`config.mk`:
```
export PLATFORM = sky130hd
export DESIGN_NAME = cpu_microcode_flat
export DESIGN_NICKNAME = d
export VERILOG_FILES = /design/src/rtl/cpu_microcode_pkg.sv /design/src/rtl/cpu_microcode_if.sv /design/src/rtl/cpu_microcode_rom.sv /design/src/rtl/cpu_microcode.sv /design/src/flat_wrapper.sv
export SDC_FILE = /design/constraint.sdc
export NUM_CORES = 1
export LEC_CHECK = 0
export BUFFER_PORTS_ARGS = -buffer_cell sky130_fd_sc_hd__buf_4
export CELL_PAD_IN_SITES_DETAIL_PLACEMENT = 0
export CELL_PAD_IN_SITES_GLOBAL_PLACEMENT = 2
export CORE_ASPECT_RATIO = 0.8
export CORE_MARGIN = 2
export CORE_UTILIZATION = 34
export CTS_BUF_LIST = sky130_fd_sc_hd__clkbuf_8
export DETAILED_ROUTE_END_ITERATION = 10
export HOLD_SLACK_MARGIN = 0.02
export PLACE_DENSITY_LB_ADDON = 0.15
export RECOVER_POWER = 50
export SYNTH_ARGS = -nofsm -noshare
export SYNTH_HDL_FRONTEND = slang
export SYNTH_SLANG_ARGS = --single-unit
export TNS_END_PERCENT = 1
```
`constraint.sdc`:
```
create_clock -name clk -period 1.9 [get_ports clk]
set_input_delay 0.19 -clock clk [delete_from_list [all_inputs] [get_ports clk]]
set_output_delay 0.19 -clock clk [all_outputs]
set_load 0.005 [all_outputs]
```
`src/rtl/cpu_microcode_pkg.sv`:
```
// Shared constants for the microcode decoder and the datapath.
// Holds the micro-state codes from the sequencer, the control-word bit
// indices, the decoder FSM state type and a bit-mask helper.
package cpu_microcode_pkg;

   localparam int CTRL_BITS = 19;

   localparam int CTRL_MAR_LOAD     = 0;
   localparam int CTRL_MAR_SRC_SP   = 1;
   localparam int CTRL_MEM_RD       = 2;
   localparam int CTRL_MEM_WR       = 3;
   localparam int CTRL_IR_LOAD      = 4;
   localparam int CTRL_PC_INC       = 5;
   localparam int CTRL_PC_LOAD      = 6;
   localparam int CTRL_PC_OE        = 7;
   localparam int CTRL_SP_INC       = 8;
   localparam int CTRL_SP_DEC       = 9;
   localparam int CTRL_REG_OE       = 10;
   localparam int CTRL_REG_WE       = 11;
   localparam int CTRL_TMP_LOAD     = 12;
   localparam int CTRL_TMP_OE       = 13;
   localparam int CTRL_ALU_EN       = 14;
   localparam int CTRL_FLAGS_LOAD   = 15;
   localparam int CTRL_IO_ADDR_LOAD = 16;
   localparam int CTRL_IO_RD        = 17;
   localparam int CTRL_IO_WR        = 18;

   localparam logic [7:0] STATE_FETCH_PC   = 8'h00;
   localparam logic [7:0] STATE_FETCH_INST = 8'h01;
   localparam logic [7:0] STATE_FETCH_SP   = 8'h02;
   localparam logic [7:0] STATE_INC_SP     = 8'h03;
   localparam logic [7:0] STATE_REG_STORE  = 8'h04;
   localparam logic [7:0] STATE_SET_REG    = 8'h05;
   localparam logic [7:0] STATE_MOV_FETCH  = 8'h06;
   localparam logic [7:0] STATE_MOV_LOAD   = 8'h07;
   localparam logic [7:0] STATE_MOV_STORE  = 8'h08;
   localparam logic [7:0] STATE_LDI        = 8'h09;
   localparam logic [7:0] STATE_JUMP       = 8'h0A;
   localparam logic [7:0] STATE_ALU_OP     = 8'h0B;
   localparam logic [7:0] STATE_SET_ADDR   = 8'h0C;
   localparam logic [7:0] STATE_OUT        = 8'h0D;
   localparam logic [7:0] STATE_IN         = 8'h0E;
   localparam logic [7:0] STATE_TMP_STORE  = 8'h0F;
   localparam logic [7:0] STATE_PC_STORE   = 8'h10;
   localparam logic [7:0] STATE_TMP_JUMP   = 8'h11;
   localparam logic [7:0] STATE_RET        = 8'h12;
   localparam logic [7:0] STATE_NEXT       = 8'h13;
   localparam logic [7:0] STATE_HALT       = 8'h14;

   typedef logic [CTRL_BITS-1:0] ctrl_t;

   typedef enum logic {
      MODE_RUN    = 1'b0,
      MODE_HALTED = 1'b1
   } mode_t;

   function automatic ctrl_t cbit(input int unsigned idx);
      return ctrl_t'(1) << idx;
   endfunction

endpackage

```
`src/rtl/cpu_microcode_if.sv`:
```
// Bus between the cycle sequencer (master) and the microcode decoder (slave).
//   state        sequencer -> decoder, micro-state code
//   ctrl         decoder control word to the datapath
//   reset_cycle  one-clock sequencer restart request
//   halted, err, err_state, instr_count  status
interface cpu_microcode_if #(
   parameter int CTRL_W = 19,
   parameter int CNT_W  = 16
);
   logic [7:0]        state;
   logic [CTRL_W-1:0] ctrl;
   logic              reset_cycle;
   logic              halted;
   logic              err;
   logic [7:0]        err_state;
   logic [CNT_W-1:0]  instr_count;

   modport master (
      output state,
      input  ctrl, reset_cycle, halted, err, err_state, instr_count
   );

   modport slave (
      input  state,
      output ctrl, reset_cycle, halted, err, err_state, instr_count
   );
endinterface

```
`src/rtl/cpu_microcode_rom.sv`:
```
// Combinational micro-state to control-word lookup.
//   state    in   micro-state code
//   ctrl     out  decoded control word (zero for NEXT, HALT and illegal codes)
//   illegal  out  code is not one of the STATE_* constants
import cpu_microcode_pkg::*;

module cpu_microcode_rom (
   input  logic [7:0] state,
   output ctrl_t      ctrl,
   output logic       illegal
);

   always_comb begin
      ctrl    = '0;
      illegal = 1'b0;
      case (state)
         STATE_FETCH_PC:   ctrl = cbit(CTRL_MAR_LOAD);
         STATE_FETCH_INST: ctrl = cbit(CTRL_MEM_RD) | cbit(CTRL_IR_LOAD) | cbit(CTRL_PC_INC);
         STATE_FETCH_SP:   ctrl = cbit(CTRL_MAR_LOAD) | cbit(CTRL_MAR_SRC_SP);
         STATE_INC_SP:     ctrl = cbit(CTRL_SP_INC);
         STATE_REG_STORE:  ctrl = cbit(CTRL_REG_OE) | cbit(CTRL_MEM_WR) | cbit(CTRL_SP_DEC);
         STATE_SET_REG:    ctrl = cbit(CTRL_MEM_RD) | cbit(CTRL_REG_WE);
         STATE_MOV_FETCH:  ctrl = cbit(CTRL_REG_OE) | cbit(CTRL_TMP_LOAD);
         STATE_MOV_LOAD:   ctrl = cbit(CTRL_TMP_OE);
         STATE_MOV_STORE:  ctrl = cbit(CTRL_TMP_OE) | cbit(CTRL_REG_WE);
         STATE_LDI:        ctrl = cbit(CTRL_MEM_RD) | cbit(CTRL_REG_WE) | cbit(CTRL_PC_INC);
         STATE_JUMP:       ctrl = cbit(CTRL_MEM_RD) | cbit(CTRL_PC_LOAD);
         STATE_ALU_OP:     ctrl = cbit(CTRL_ALU_EN) | cbit(CTRL_REG_WE) | cbit(CTRL_FLAGS_LOAD);
         STATE_SET_ADDR:   ctrl = cbit(CTRL_MEM_RD) | cbit(CTRL_IO_ADDR_LOAD) | cbit(CTRL_PC_INC);
         STATE_OUT:        ctrl = cbit(CTRL_REG_OE) | cbit(CTRL_IO_WR);
         STATE_IN:         ctrl = cbit(CTRL_IO_RD) | cbit(CTRL_REG_WE);
         STATE_TMP_STORE:  ctrl = cbit(CTRL_MEM_RD) | cbit(CTRL_TMP_LOAD) | cbit(CTRL_PC_INC);
         STATE_PC_STORE:   ctrl = cbit(CTRL_PC_OE) | cbit(CTRL_MEM_WR) | cbit(CTRL_SP_DEC);
         STATE_TMP_JUMP:   ctrl = cbit(CTRL_TMP_OE) | cbit(CTRL_PC_LOAD);
         STATE_RET:        ctrl = cbit(CTRL_MEM_RD) | cbit(CTRL_PC_LOAD);
         STATE_NEXT, STATE_HALT: ctrl = '0;
         default:          illegal = 1'b1;
      endcase
   end

endmodule

```
`src/rtl/cpu_microcode.sv`:
```
// Microcode decoder: registers the decoded control word, pulses reset_cycle
// back to the sequencer, latches HALT, captures the first illegal code and
// counts retired instructions (saturating).
//   clk    in  system clock
//   reset  in  asynchronous, active-high
//   bus    slave side of cpu_microcode_if
//
// mode        | meaning
// ------------+-----------------------------------------------------------
// MODE_RUN    | decode state each clock
// MODE_HALTED | HALT seen; outputs held quiet, status frozen until reset
import cpu_microcode_pkg::*;

module cpu_microcode #(
   parameter int CTRL_W = CTRL_BITS,
   parameter int CNT_W  = 16
) (
   input  logic              clk,
   input  logic              reset,
   cpu_microcode_if.slave    bus
);

   ctrl_t             rom_ctrl;
   logic              rom_illegal;
   mode_t             mode;
   logic [CTRL_W-1:0] ctrl;
   logic              reset_cycle;
   logic              halted;
   logic              err;
   logic [7:0]        err_state;
   logic [CNT_W-1:0]  instr_count;

   cpu_microcode_rom u_rom (
      .state   (bus.state),
      .ctrl    (rom_ctrl),
      .illegal (rom_illegal)
   );

   always_ff @(posedge clk or posedge reset) begin
      if (reset) begin
         mode        <= MODE_RUN;
         ctrl        <= '0;
         reset_cycle <= 1'b0;
         halted      <= 1'b0;
         err         <= 1'b0;
         err_state   <= 8'h00;
         instr_count <= '0;
      end else begin
         case (mode)
            MODE_RUN: begin
               ctrl        <= rom_ctrl;
               reset_cycle <= (bus.state == STATE_NEXT);
               if ((bus.state == STATE_FETCH_INST) && (instr_count != {CNT_W{1'b1}}))
                  instr_count <= instr_count + 1'b1;
               // Only the first illegal code is kept for post-mortem.
               if (rom_illegal && !err) begin
                  err       <= 1'b1;
                  err_state <= bus.state;
               end
               if (bus.state == STATE_HALT) begin
                  mode   <= MODE_HALTED;
                  halted <= 1'b1;
               end
            end
            default: begin
               ctrl        <= '0;
               reset_cycle <= 1'b0;
            end
         endcase
      end
   end

   assign bus.ctrl        = ctrl;
   assign bus.reset_cycle = reset_cycle;
   assign bus.halted      = halted;
   assign bus.err         = err;
   assign bus.err_state   = err_state;
   assign bus.instr_count = instr_count;

endmodule
```
`src/flat_wrapper.sv`:
```
// flat-port wrapper written by rule: the top's interface ports become plain ports
module cpu_microcode_flat 
#(
   parameter int CTRL_W = CTRL_BITS,
   parameter int CNT_W  = 16
)
  (clk, reset, bus_state, bus_ctrl, bus_reset_cycle, bus_halted, bus_err, bus_err_state, bus_instr_count);
  cpu_microcode_if #(.CTRL_W(CTRL_W), .CNT_W(CNT_W)) bus_i ();
  input  logic clk;
  input  logic reset;
  input wire logic [$bits(bus_i.state)-1:0] bus_state;
  output wire logic [$bits(bus_i.ctrl)-1:0] bus_ctrl;
  output wire logic [$bits(bus_i.reset_cycle)-1:0] bus_reset_cycle;
  output wire logic [$bits(bus_i.halted)-1:0] bus_halted;
  output wire logic [$bits(bus_i.err)-1:0] bus_err;
  output wire logic [$bits(bus_i.err_state)-1:0] bus_err_state;
  output wire logic [$bits(bus_i.instr_count)-1:0] bus_instr_count;
  assign bus_i.state = bus_state;
  assign bus_ctrl = bus_i.ctrl;
  assign bus_reset_cycle = bus_i.reset_cycle;
  assign bus_halted = bus_i.halted;
  assign bus_err = bus_i.err;
  assign bus_err_state = bus_i.err_state;
  assign bus_instr_count = bus_i.instr_count;
  cpu_microcode #(.CTRL_W(CTRL_W), .CNT_W(CNT_W)) u_core (.clk(clk), .reset(reset), .bus(bus_i));
endmodule
```
==> key figures <==
Clocking
  – CTS Buffer Depth: 2
  – Clock sink total: 45
  – Root Buffer: clkbuf_8
  – Worst-skew pair later-pin latency: roughly 0.30 ns
  – Num CTS Buffers: 5
  – CTS clk-pin slew, worst paths: 0.09 ns
  – Number of H-tree levels: 2
  – Post-CTS Setup Inserts: 0
  – CTS tree: done

Power and ir drop
  – Switching power total: 0.0004885 W
  – Sw Share: 25.22%
  – Cell-internal power: 0.001449 W
  – Power Density: 715.8 mW/mm2
  – Comb power frac: 15.6%
  – Clk pwr share: 29.2%
  – Tot Pwr: roughly 0.0019 W
  – Leakage: 1.269 nW
  – Sequential fraction of design power: about 55%
  – Maximum VDD drop: 517.4 uV

Global route
  – Global Route Usage Sum: between 10% and 20%
  – Initial antenna violation count: 0
  – Largest net degree at the start of global routing: 46
  – Vias in the first global route: 1467
  – Total grt overflow: 0
  – First-pass GRT wire length: 7445 um

Floorplan
  – DIE HEIGHT: between 70 and 80 um
  – DIE AREA: 0.006684 mm2
  – Die width: 90.91 um
  – # rows: 25
  – Starting Density: 34.94%
  – I/O pin count: 56
  – Core area: 0.005881 mm2

Placement
  – GPL Wtd Cong: 0.8036
  – I/O Buffers: 55
  – Hpwl dp: 3321 um
  – Cell Area, Placed: 0.002618 mm2

Synthesis
  – Mapped cell area: 0.002054 mm2
  – Synth unique cells: 35
  – Cell taking the most area after synthesis: dfrtp_1
  – Mean Syn Cell Area: ~11 um2
  – Sequential area share after synthesis: 54.81%
  – Async set-reset flop share out of synthesis: 100.0%
  – Syn Nets: 199
  – Number of flops mapped to enable cells by yosys: 0
  – Synth top cells by count: dfrtp_1, nor2_1, nand2_1
  – Cells after Synth: 188
  – Synth top area share: 54.81%
  – Yosys warns: 0
  – Synth area leaders: dfrtp_1, xnor2_1, mux2_2
  – Flops & latches, synth: 45
  – Most frequent cell after synthesis: dfrtp_1
  – Top_reg_cell synth: dfrtp_1

Setup path
  – Worst endpoint data arrival time: 1.93 ns
  – Crit path required time: 2.12 ns
  – CP peak stage delay: 0.41 ns
  – Top cell by count, worst path: buf_4
  – Critical setup path kind: flop to flop
  – CP endpoint kind: flop
  – Worst-path fanout max: 5
  – CP startpoint kind: flop
  – Crit-path cells: nand4_1 > nor4_2 > buf_4 > nor3_2 > buf_4 > nand3_1 > xnor2_1
  – CP max stage cell: dfrtp_1

Timing
  – Slew Viols, Final: 0
  – Crit path time final: 1.712 ns
  – Final worst-path cycle share: 90.12%
  – F_max: ~0.58 GHz
  – Clk_skew: between 0.008 and 0.009 ns
  – Final setup viols: 0
  – RSZ-0062 raised after global routing: no
  – Slew margin rel.: ~30%
  – Worst slew pin tran: roughly 1.1 ns
  – Fin. Hold Viols: 0

Routing
  – Routed vias/inst: 4.670
  – Drt first pass iters: 4
  – Post-Route WL: 4472 um
  – Detailed-route DRC error count: 0
  – Antenna-violating nets left: 0
  – DR iter-0 viols: 85
  – Routed length per instance: 13.31 um
  – Via count: between 1500 and 2000

Finish
  – Antenna Cells: 0
  – Area growth syn-to-layout: 31.73%
  – Util after Layout: 46.02%
  – Final nets: 265
  – Finished Cell Area: between 0.002 and 0.003 mm2
  – Share of layout cells above drive strength 1: between 30 and 40%

Min path
  – Min-delay worst type: input pin to flop

Job
  – Number of max-cap violations: 0

Run status
  – Outcome: complete, no violations
-- kinds of logic (layout without fill, tap and decap cells) --
group	count (synthesis)	in the layout	synth area share, %
simple gates	84	84	22.72
flops	45	45	54.81
compound gates	19	19	6.090
xor+xnor	15	15	6.395
mux	12	12	6.456
buf+inv	12	79	2.923
fa+ha+maj	1	1	0.6089
-- registers in the layout, summed over array words and instances (netlist names) --
register	cells
u_core.bus.err	1
u_core.bus.err_state	8
u_core.bus.ctrl	17
u_core.bus.halted	1
u_core.mode	1
u_core.bus.instr_count	16
u_core.bus.reset_cycle	1
-- layout make-up --
class                           count  area (um2)
Fill cell                         596        3174
Tap cell                           81       101.3
Clock inverter                      3       18.77
Clock buffer                        5       68.82
Inverter                            3       11.26
Multi-Input combinational cell    131       875.8
Timing Repair Buffer               68       504.2
Sequential cell                    45        1126
-- placed cells by master (no fill, tap or decap), types with 2 or more instances in the layout --
master      instances
inv_1               3
nand2_1            17
nand2b_1            2
nor2_1             22
dfrtp_1            45
o21bai_1            2
mux2i_1             2
nor3_1              6
nand3_1            11
xnor2_1            13
o21ai_0             4
nand4_1             5
buf_4              49
clkbuf_8            5
a22oi_1             3
a21oi_1             6
nand3b_1            3
clkinvlp_4          2
xor2_1              2
nor4_2              2
mux2_2             10
clkbuf_4           17
nor4_4              2
nor2b_1             5
and3_1              2
-- power groups by stage --
| stage | logic, W | clock network (W) | registers [W] |
|---|---|---|---|
| after floorplan | 0.000141 | 0 | 0.00109 |
| after global placement | 0.000312 | 0 | 0.00109 |
| after detailed placement | 0.000312 | 0 | 0.00109 |
| after CTS | 0.000314 | 0.000592 | 0.00107 |
| after global routing | 0.000335 | 0.000632 | 0.00108 |
| final | 0.000303 | 0.000566 | 0.00107 |
-- metal layers --
metal | wire [um] | share of wire, % | track usage, % | up-vias
met4 | 38 | 0.85 | 4.040 | 0
met3 | 321 | 7.2 | 4.410 | 4
met5 | 0 | 0 | 0 | -
li1 | - | - | - | 786
met1 | 2469 | 55 | 23.12 | 725
met2 | 1642 | 37 | 17.66 | 54
-- worst paths after layout --
kind,startpoint,endpoint,slack (ns),cells past startpoint
max,u_core.bus.instr_count[6],u_core.bus.instr_count[10],0.19,7
min reg2reg,u_core.bus.halted,u_core.bus.halted,0.50,1
max in group asynchronous,reset,u_core.bus.instr_count[0],1.04,3
min,bus_state[7],u_core.bus.err_state[7],0.18,2
max reg2reg,u_core.bus.instr_count[6],u_core.bus.instr_count[10],0.19,7
min in group asynchronous,reset,u_core.bus.instr_count[4],0.22,3
-- critical path: cells and delay by family, from the launching register on --
family        cells  cell delay [ns]
xor+xnor          1             0.12
buf+inv           2             0.36
flops             1             0.41
simple gates      4             0.74
-- metrics by stage --
stage          cells  hold WS [ns]  worst slack, ns  TNS, ns
6_report         336        0.1833           0.1877        0
5_1_grt          336        0.1871          0.03992        0
4_1_cts          336       0.03651          0.05707        0
3_5_place_dp     328        0.3661          0.01368        0
3_3_place_gp     328        0.3647         -0.01948  -0.1041
2_1_floorplan    188        0.3417           0.2800        0
-- what timing repair did --
item                                    4_1_cts  5_1_grt
hold buffers                                  0        0
endpoints found under the setup margin        0        1
resized for setup                             0        1
Note: power is estimated with default switching activity, not from simulation.
